## src/rtl/clk_period_meter_pkg.sv

```systemverilog
// Shared constants for the clock period meter: FSM encoding, default sizing
// and the parameter legality helper.
package clk_period_meter_pkg;

  localparam int CNT_W_DEF          = 28;
  localparam int TIMEOUT_CYCLES_DEF = 100_000_000;
  localparam int SYNC_STAGES_DEF    = 2;

  typedef logic [1:0] state_t;

  localparam state_t ST_IDLE    = 2'd0;
  localparam state_t ST_ARM     = 2'd1;
  localparam state_t ST_MEASURE = 2'd2;

  // A timeout that fits in the counter guarantees the counters never wrap.
  function automatic logic timeout_fits(input longint timeout, input int cnt_w);
    return (timeout >= 64'sd2) && (cnt_w < 32'sd63) && (timeout < (64'sd1 <<< cnt_w));
  endfunction

endpackage

```

## src/rtl/clk_period_meter_sync_edge_det.sv

```systemverilog
// Multi-flop synchronizer for an asynchronous input followed by a one-flop
// edge detector producing single-cycle rise/fall strobes.
module sync_edge_det
  import clk_period_meter_pkg::*;
#(
  parameter int STAGES = SYNC_STAGES_DEF
) (
  input  logic i_clk,
  input  logic i_rst_n,
  input  logic i_sig,
  output logic o_rise,
  output logic o_fall
);

  logic [STAGES-1:0] r_sync;
  logic              r_prev;

  // Synchronizer chain plus the previous-level flop for edge detection.
  always_ff @(posedge i_clk or negedge i_rst_n) begin
    if (!i_rst_n) begin
      r_sync <= '0;
      r_prev <= 1'b0;
    end else begin
      r_sync <= {r_sync[STAGES-2:0], i_sig};
      r_prev <= r_sync[STAGES-1];
    end
  end

  assign o_rise = r_sync[STAGES-1] & ~r_prev;
  assign o_fall = ~r_sync[STAGES-1] & r_prev;

endmodule

```

## src/rtl/clk_period_meter.sv

```systemverilog
// Measures period and high time of a slow asynchronous signal in system clock
// cycles, with back-to-back measurement and a no-edge timeout.
module clk_period_meter
  import clk_period_meter_pkg::*;
#(
  parameter int CNT_W          = CNT_W_DEF,
  parameter int TIMEOUT_CYCLES = TIMEOUT_CYCLES_DEF,
  parameter int SYNC_STAGES    = SYNC_STAGES_DEF
) (
  input  logic             clk_100MHz,
  input  logic             reset_n,
  input  logic             sig_in,
  input  logic             meas_en,
  output logic [CNT_W-1:0] period_cycles,
  output logic [CNT_W-1:0] high_cycles,
  output logic             meas_valid,
  output logic             timeout,
  output logic             busy
);

  if (!timeout_fits(longint'(TIMEOUT_CYCLES), CNT_W) || (SYNC_STAGES < 32'sd2)) begin : g_param_check
    $error("clk_period_meter: TIMEOUT_CYCLES must be in [2, 2**CNT_W) and SYNC_STAGES >= 2");
  end

  localparam logic [CNT_W-1:0] TO_VAL  = CNT_W'(TIMEOUT_CYCLES);
  localparam logic [CNT_W-1:0] CNT_ONE = CNT_W'(1);

  logic             w_rise;
  logic             w_fall;
  state_t           r_state;
  state_t           w_state_nx;
  logic [CNT_W-1:0] r_per_cnt;
  logic [CNT_W-1:0] w_per_cnt_nx;
  logic [CNT_W-1:0] r_high_cnt;
  logic [CNT_W-1:0] w_high_cnt_nx;
  logic             r_high_flag;
  logic             w_high_flag_nx;
  logic             w_latch;
  logic             w_timeout_nx;
  logic             r_pend;
  logic [CNT_W-1:0] r_per_lat;
  logic [CNT_W-1:0] r_high_lat;
  logic [CNT_W-1:0] r_period;
  logic [CNT_W-1:0] r_high;
  logic             r_meas_valid;
  logic             r_timeout;
  logic             r_busy;

  sync_edge_det #(
    .STAGES (SYNC_STAGES)
  ) u_sync_edge_det (
    .i_clk   (clk_100MHz),
    .i_rst_n (reset_n),
    .i_sig   (sig_in),
    .o_rise  (w_rise),
    .o_fall  (w_fall)
  );

  // Next-state and counter update; the period counter doubles as the ARM wait counter.
  always_comb begin
    w_state_nx     = r_state;
    w_per_cnt_nx   = r_per_cnt;
    w_high_cnt_nx  = r_high_cnt;
    w_high_flag_nx = r_high_flag;
    w_latch        = 1'b0;
    w_timeout_nx   = 1'b0;
    if (!meas_en) begin
      w_state_nx     = ST_IDLE;
      w_per_cnt_nx   = '0;
      w_high_cnt_nx  = '0;
      w_high_flag_nx = 1'b0;
    end else begin
      case (r_state)
        ST_IDLE: begin
          w_state_nx     = ST_ARM;
          w_per_cnt_nx   = CNT_ONE;
          w_high_cnt_nx  = '0;
          w_high_flag_nx = 1'b0;
        end
        ST_ARM: begin
          if (w_rise) begin
            w_state_nx     = ST_MEASURE;
            w_per_cnt_nx   = CNT_ONE;
            w_high_cnt_nx  = CNT_ONE;
            w_high_flag_nx = 1'b1;
          end else if (r_per_cnt == TO_VAL) begin
            w_timeout_nx = 1'b1;
            w_per_cnt_nx = CNT_ONE;
          end else begin
            w_per_cnt_nx = r_per_cnt + CNT_ONE;
          end
        end
        ST_MEASURE: begin
          if (w_rise) begin
            w_latch        = 1'b1;
            w_per_cnt_nx   = CNT_ONE;
            w_high_cnt_nx  = CNT_ONE;
            w_high_flag_nx = 1'b1;
          end else if (r_per_cnt == TO_VAL) begin
            w_timeout_nx   = 1'b1;
            w_state_nx     = ST_ARM;
            w_per_cnt_nx   = CNT_ONE;
            w_high_cnt_nx  = '0;
            w_high_flag_nx = 1'b0;
          end else begin
            w_per_cnt_nx = r_per_cnt + CNT_ONE;
            if (r_high_flag && !w_fall) begin
              w_high_cnt_nx = r_high_cnt + CNT_ONE;
            end else begin
              w_high_cnt_nx = r_high_cnt;
            end
            if (w_fall) begin
              w_high_flag_nx = 1'b0;
            end else begin
              w_high_flag_nx = r_high_flag;
            end
          end
        end
        default: begin
          w_state_nx     = ST_IDLE;
          w_per_cnt_nx   = '0;
          w_high_cnt_nx  = '0;
          w_high_flag_nx = 1'b0;
        end
      endcase
    end
  end

  // State, counters, staged result and the outputs, which update together with meas_valid.
  always_ff @(posedge clk_100MHz or negedge reset_n) begin
    if (!reset_n) begin
      r_state      <= ST_IDLE;
      r_per_cnt    <= '0;
      r_high_cnt   <= '0;
      r_high_flag  <= 1'b0;
      r_pend       <= 1'b0;
      r_per_lat    <= '0;
      r_high_lat   <= '0;
      r_period     <= '0;
      r_high       <= '0;
      r_meas_valid <= 1'b0;
      r_timeout    <= 1'b0;
      r_busy       <= 1'b0;
    end else begin
      r_state      <= w_state_nx;
      r_per_cnt    <= w_per_cnt_nx;
      r_high_cnt   <= w_high_cnt_nx;
      r_high_flag  <= w_high_flag_nx;
      r_pend       <= w_latch;
      r_timeout    <= w_timeout_nx;
      r_busy       <= (w_state_nx != ST_IDLE);
      r_meas_valid <= r_pend & meas_en;
      if (w_latch) begin
        r_per_lat  <= r_per_cnt;
        r_high_lat <= r_high_cnt;
      end
      if (r_pend && meas_en) begin
        r_period <= r_per_lat;
        r_high   <= r_high_lat;
      end
    end
  end

  assign period_cycles = r_period;
  assign high_cycles   = r_high;
  assign meas_valid    = r_meas_valid;
  assign timeout       = r_timeout;
  assign busy          = r_busy;

endmodule

```

## config.mk

```make
export PLATFORM = sky130hd
export DESIGN_NAME = clk_period_meter
export DESIGN_NICKNAME = d
export VERILOG_FILES = /design/src/rtl/clk_period_meter_pkg.sv /design/src/rtl/clk_period_meter_sync_edge_det.sv /design/src/rtl/clk_period_meter.sv
export SDC_FILE = /design/constraint.sdc
export NUM_CORES = 1
export LEC_CHECK = 0
export ABC_CLOCK_PERIOD_IN_PS = 6800
export BUFFER_PORTS_ARGS = -buffer_cell sky130_fd_sc_hd__buf_4
export CAP_MARGIN = 25
export CORE_MARGIN = 5
export CORE_UTILIZATION = 64
export CTS_CLUSTER_DIAMETER = 60
export CTS_CLUSTER_SIZE = 10
export DETAILED_ROUTE_END_ITERATION = 12
export PLACE_DENSITY_LB_ADDON = 0.3
export SYNTH_ARGS = -nofsm -noshare
export SYNTH_HDL_FRONTEND = slang
export SYNTH_SLANG_ARGS = --single-unit
```

## constraint.sdc

```tcl
create_clock -name clk_100MHz -period 6.8 [get_ports clk_100MHz]
set_input_delay 1.36 -clock clk_100MHz [delete_from_list [all_inputs] [get_ports clk_100MHz]]
set_output_delay 1.36 -clock clk_100MHz [all_outputs]
set_load 0.01 [all_outputs]
```

==> results of run 1 <==
## power by group through the flow
| stage | Sequential (uW) | Clock, uW | Combinational, uW |
|---|---|---|---|
| 2_1_floorplan | 1090 | 0 | 49.8 |
| 3_3_place_gp | 1090 | 0 | 78.7 |
| 3_5_place_dp | 1090 | 0 | 82.1 |
| 4_1_cts | 1070 | 1020 | 82.6 |
| 5_1_grt | 1070 | 1060 | 94.5 |
| 6_report | 1070 | 1000 | 83.4 |
## through the flow
stage | util, % | cells | total power (uW) | worst slack [ns] | hold slack (ns)
after global routing | 74.6 | 844 | 2230 | 3.75 | 0.368
after CTS | 74.3 | 842 | 2170 | 3.91 | 0.353
final | 74.6 | 844 | 2160 | 3.93 | 0.355
after detailed placement | 69.2 | 810 | 1180 | 3.67 | 0.339
after global placement | 69.2 | 810 | 1170 | 3.76 | 0.337
after floorplan | - | 627 | 1140 | 3.99 | 0.331
## layout make-up
type	count	area [sq um]
clock buffers	23	488
clock inverters	9	128
fillers	760	3020
inverters	13	48.8
multi-input cells	405	3040
flip-flops and latches	178	4450
well taps	147	184
repair buffers	69	542
## synthesized netlist by cell type (all sizes together) (3+ instances only)
master | instances | area [sq um]
dfrtp | 178 | 4450
mux2 | 107 | 1200
nor2 | 40 | 150
a31oi | 39 | 244
nand2 | 38 | 145
nand3 | 30 | 150
clkbuf | 25 | 93.8
nand4 | 18 | 113
xor2 | 18 | 158
and3 | 14 | 87.6
o21ai | 14 | 70.1
inv | 13 | 48.8
nor3 | 12 | 60.1
a41oi | 8 | 70.1
xnor2 | 8 | 70.1
and4 | 7 | 61.3
ha | 7 | 87.6
nand3b | 7 | 52.6
buf | 6 | 60.1
nand2b | 5 | 31.3
nor4 | 3 | 25.0
or3 | 3 | 18.8
## flip-flops by register name (all words and copies together) (netlist names), 2 cells and up
signal                  cells
r_state                     2
u_sync_edge_det.r_sync      2
r_per_cnt                  28
high_cycles                28
period_cycles              28
r_per_lat                  28
r_high_lat                 28
r_high_cnt                 28
## logic make-up (layout without fill, tap and decap cells)
group	count (synthesis)	count (layout)	share of synthesized area, %
multiplexers	107	107	15.7
buffers and inverters	44	114	2.64
adder cells (fa/ha/maj)	7	7	1.14
AND/OR/NAND/NOR	186	186	12.7
AO/OA/AOI/OAI	79	79	6.87
XOR/XNOR	26	26	2.96
flip-flops	178	178	58.0
## layer usage
metal | share of wire, % | wire length (microns) | track usage (%)
met1 | 45 | 6830 | 32.6
met2 | 47 | 7200 | 34.6
met3 | 5.4 | 815 | 4.71
met4 | 2.3 | 344 | 9.74
met5 | 0 | 0 | 0
## worst register-to-register path, stage by stage, from the launching register on
cell     delay (ns)
dfrtp_1        0.44
or4b_4         0.59
nor4b_4        0.45
and2_1         0.33
or3_1          0.76
nor2_1         0.15
## path summary, 6_finish.rpt
path,startpoint,endpoint,slack [ns],cells after the start
worst max register to register,r_per_cnt[10]$_DFF_PN0_,r_per_cnt[23]$_DFF_PN0_,3.93,5
min in group asynchronous,reset_n,period_cycles[21]$_DFFE_PN0P_,0.70,1
worst min-delay path,u_sync_edge_det.r_sync[0]$_DFF_PN0_,u_sync_edge_det.r_sync[1]$_DFF_PN0_,0.36,0
max in group asynchronous,reset_n,r_high_lat[19]$_DFFE_PN0P_,4.56,3
worst min register to register,u_sync_edge_det.r_sync[0]$_DFF_PN0_,u_sync_edge_det.r_sync[1]$_DFF_PN0_,0.36,0
worst max-delay path,r_per_cnt[10]$_DFF_PN0_,r_per_cnt[23]$_DFF_PN0_,3.93,5
==> results.json, run 1 <==
{
  "outcome": "complete, no violations",
  "rsz0062_at_grt": "false",
  "worst-path-buf-inv": 0,
  "internal_power_uw": 1700,
  "grt_pass1_vias": 5225,
  "required_ns": 7.07,
  "post_cts_resized": 0,
  "cp_slowest_cell": "or3_1",
  "dieArea_sq_mm": 0.0143,
  "core_sq_mm": 0.0119,
  "port_buffers": 62,
  "synth-edff-count": 0,
  "grt_max_degree": 108,
  "finalCritPeriodShare_pct": 42.2,
  "worstSetupEndpointType": "register",
  "drive_above_1_share_pct": 30.8,
  "syn_inst": 627,
  "critical_path_arrival_ns": 3.14,
  "grt_usage_pct": 22.9,
  "fin_crit_ns": 2.87,
  "die_h_microns": 120,
  "yosys_warnings": 0,
  "fin_tns_setup_ns": 0,
  "drtIter0Drc": 521,
  "netlist-cell-type-count": 46,
  "cts_made_buffers": 17,
  "crit_path_max_incr_delay_ns": 0.76,
  "wl_per_cell_microns": 18.0,
  "cts_tree": "built",
  "drv_slew": 0,
  "num_antenna_cells": 0,
  "seq_power_share_pct": 49.7,
  "tightest_slew_ns": 1.11,
  "power_switching_share_pct": 21.2,
  "hold_buffers": 0,
  "vdd_ir_drop_max_mv": 0.161,
  "grt_pass1_wl_microns": 26200,
  "p_switching_uw": 457,
  "numClockSinks": 178,
  "ioPinCount": 63,
  "final_area_sq_mm": 0.00889,
  "mostFrequentLayoutCells": "dfrtp_1, mux2_2, buf_4",
  "cp_max_fo": 26,
  "crit_chain": "or4b_4 > nor4b_4 > and2_1 > or3_1 > nor2_1",
  "cp_top_family": "simple AND/OR/NAND/NOR gates",
  "cp-start-kind": "register",
  "syn-num-nets": 638,
  "cts-root-buf": "clkbuf_16",
  "crit_type": "register to register",
  "post-cts-setup-buffers": 0,
  "finalHoldViolCount": 0,
  "drc": 0,
  "ant_nets": 0,
  "ys.flop_type": "dfrtp_1",
  "clock-skew-final_ns": 0.00553,
  "setup_viol": 0,
  "placed_cell_area_sq_mm": 0.00824,
  "syn2layout_area_growth_pct": 15.7,
  "vias_per_cell": 6.22,
  "synth_area_sq_mm": 0.00768,
  "wirelength_microns": 15200,
  "die_width_microns": 120,
  "place.gp.congestion": 0.810,
  "maxSlewHeadroom_pct": 25.5,
  "async_flop_share_pct": 100,
  "hp-class": "register to register",
  "max_cap_violations": 0,
  "synth_area_per_cell_sq_um": 12.3,
  "nNetsFinal": 695,
  "clkTransAtPathRegs_ns": 0.06,
  "fp-row-count": 40,
  "power.density_mw_per_mm2": 243,
  "mostFrequentLayoutCell": "dfrtp_1",
  "initial_utilization_pct": 64.5,
  "ys_ff_latch": 178,
  "p_leak_uw": 0.00428,
  "seq_area_frac_synth_pct": 58.0,
  "antenna_found_initial": 0,
  "clockBufferDepth": 2,
  "grt_overflow_total": 0,
  "pwr-share-clk_pct": 46.5,
  "fmax_ghz": 0.349,
  "firstDrtPassIters": 7,
  "htree_levels": 4,
  "hpwl_microns": 9700,
  "num_vias": 5251,
  "p_comb_share_pct": 3.9,
  "clk_latency_ns": 0.43
}
Power figures use the tool's default switching activity.
==> inputs of run 2 (changes only) <==
--- a/config.mk
+++ b/config.mk
@@ -5,11 +5,11 @@
 export SDC_FILE = /design/constraint.sdc
 export NUM_CORES = 1
 export LEC_CHECK = 0
-export ABC_CLOCK_PERIOD_IN_PS = 6800
+export ABC_CLOCK_PERIOD_IN_PS = 2500
 export BUFFER_PORTS_ARGS = -buffer_cell sky130_fd_sc_hd__buf_4
 export CAP_MARGIN = 25
 export CORE_MARGIN = 5
-export CORE_UTILIZATION = 64
+export CORE_UTILIZATION = 54
 export CTS_CLUSTER_DIAMETER = 60
 export CTS_CLUSTER_SIZE = 10
 export DETAILED_ROUTE_END_ITERATION = 12
==> constraint.sdc (replaced) <==
create_clock -name clk_100MHz -period 2.5 [get_ports clk_100MHz]
set_input_delay 0.5 -clock clk_100MHz [delete_from_list [all_inputs] [get_ports clk_100MHz]]
set_output_delay 0.5 -clock clk_100MHz [all_outputs]
set_load 0.01 [all_outputs]
==> results.json, run 2 (synthesis results as in run 1) <==
{
  "clkTransAtPathRegs_ns": 0.06,
  "crit_end": "busy$_DFF_PN0_",
  "fin_crit_ns": 2.33,
  "wl_per_cell_microns": 17.7,
  "hp-class": "input port to asynchronous set/reset pin",
  "clk_latency_ns": 0.42,
  "startpoint": "r_per_cnt[10]$_DFF_PN0_",
  "firstDrtPassIters": 6,
  "fill_cells": 1010,
  "required_ns": 2.78,
  "post-cts-setup-buffers": 0,
  "grt_max_degree": 58,
  "final_area_sq_mm": 0.00912,
  "r2r_start": "r_per_cnt[10]$_DFF_PN0_",
  "num_antenna_cells": 0,
  "cts_made_buffers": 17,
  "die_h_microns": 129,
  "vdd_ir_drop_max_mv": 0.428,
  "dieArea_sq_mm": 0.0167,
  "place.gp.congestion": 0.867,
  "hold_buffers": 0,
  "port_buffers": 62,
  "post_cts_resized": 0,
  "initial_utilization_pct": 55.1,
  "holdWs_ns": 0.0282,
  "grt_pass1_vias": 5405,
  "mostFrequentLayoutCells": "dfrtp_1, mux2_2, buf_4",
  "r2r-end": "busy$_DFF_PN0_",
  "p_leak_uw": 0.00438,
  "finalHoldViolCount": 0,
  "wirelength_microns": 15800,
  "cp_max_fo": 6,
  "numClockSinks": 178,
  "drive_above_1_share_pct": 32.2,
  "drv_slew": 0,
  "grt_pass1_wl_microns": 27000,
  "ioPinCount": 63,
  "fin_tns_setup_ns": 0,
  "cp.depth": 6,
  "multi_input_area_sq_mm": 0.00304,
  "syn2layout_area_growth_pct": 18.7,
  "antenna_found_initial": 0,
  "fp-row-count": 43,
  "cp-start-kind": "register",
  "cp_slowest_cell": "or4b_4",
  "nNetsFinal": 707,
  "cts-root-buf": "clkbuf_16",
  "worstSetupEndpointType": "register",
  "mostFrequentLayoutCell": "dfrtp_1",
  "placed_cell_area_sq_mm": 0.00845,
  "rrSetupSlack_ns": 0.17,
  "outcome": "complete, no violations",
  "crit_chain": "or4b_4 > nor4b_4 > buf_4 > and2_1 > a211oi_1 > o21ai_0",
  "critical_path_arrival_ns": 2.62,
  "finalCritPeriodShare_pct": 93.3,
  "drc": 0,
  "die_width_microns": 129,
  "fin_ws_ns": 0.167,
  "core_sq_mm": 0.0139,
  "tightest_slew_ns": 0.700,
  "reg2regPathDepth": 6,
  "cts_tree": "built",
  "power.density_mw_per_mm2": 667,
  "drtIter0Drc": 401,
  "hpwl_microns": 10700,
  "crit_path_max_incr_delay_ns": 0.59,
  "setup_viol": 0,
  "pre_cts_ws_ns": 0.0851,
  "regArea_sq_mm": 0.00445,
  "rsz0062_at_grt": "false",
  "crit_type": "register to register",
  "maxSlewHeadroom_pct": 53.4,
  "ant_nets": 0,
  "vias_per_cell": 5.98,
  "cp_top_family": "simple AND/OR/NAND/NOR gates",
  "num_vias": 5314,
  "clockBufferDepth": 2,
  "grt_overflow_total": 0,
  "worst-path-buf-inv": 1,
  "clock-skew-final_ns": 0.00942,
  "grt_usage_pct": 20.2,
  "max_cap_violations": 0,
  "fmax_ghz": 0.429,
  "htree_levels": 4
}
[run 2: changes by cell type in the layout (fill, tap and decap cells not counted)]
| cell | before | now |
|---|---|---|
| buf_12 | 0 | 6 |
| buf_16 | 1 | 0 |
| buf_4 | 66 | 74 |
| bufinv_16 | 3 | 5 |
| clkbuf_1 | 2 | 1 |
| clkbuf_4 | 1 | 0 |
| clkbuf_8 | 4 | 2 |
| clkinv_2 | 3 | 1 |
| clkinv_4 | 0 | 2 |
| inv_6 | 0 | 1 |
[run 2: how the worst min path moves through the flow]
stage / from / endpoint / slack, ns / cells after the start
2_1_floorplan: reset_n / busy$_DFF_PN0_ / 0.20 / 0
3_3_place_gp: u_sync_edge_det.r_sync[0]$_DFF_PN0_ / u_sync_edge_det.r_sync[1]$_DFF_PN0_ / 0.34 / 0
3_5_place_dp: u_sync_edge_det.r_sync[0]$_DFF_PN0_ / u_sync_edge_det.r_sync[1]$_DFF_PN0_ / 0.35 / 0
4_1_cts: reset_n / r_high_cnt[6]$_DFFE_PN0P_ / 0.04 / 1
5_1_grt: reset_n / r_per_lat[25]$_DFFE_PN0P_ / 0.05 / 1
6_report: reset_n / r_per_lat[25]$_DFFE_PN0P_ / 0.03 / 1
[run 2: per-layer routing]
| metal | vias up | GRT usage, % | routed length [microns] |
|---|---|---|---|
| li1 | 2425 | - | - |
| met3 | 15 | 4.41 | 826 |
| met4 | 0 | 5.37 | 158 |
| met5 | - | 0 | 0 |
| met2 | 179 | 31.7 | 7580 |
| met1 | 2695 | 28.8 | 7200 |
[run 2: where the power goes]
group | switching, uW | internal [uW] | total, uW
Combinational | 172 | 77.6 | 249
Sequential | 19.6 | 2900 | 2920
Clock | 1090 | 1830 | 2920
[run 2: cell type report]
| cell class | instances | share of cell area (%) |
|---|---|---|
| well taps | 180 | 2.47 |
| multi-input cells | 405 | 33.4 |
| clock buffers | 20 | 5.01 |
| clock inverters | 12 | 2.24 |
| repair buffers | 81 | 7.53 |
| flip-flops and latches | 178 | 48.8 |
| inverters | 13 | 0.535 |
[run 2: per-stage QoR]
| stage | instances | power [uW] | util (%) |
|---|---|---|---|
| after global routing | 889 | 6300 | 65.4 |
| after floorplan | 627 | 3110 | - |
| after global placement | 856 | 3210 | 60.7 |
| after detailed placement | 856 | 3220 | 60.7 |
| after CTS | 888 | 6130 | 65.4 |
| final | 889 | 6090 | 65.4 |
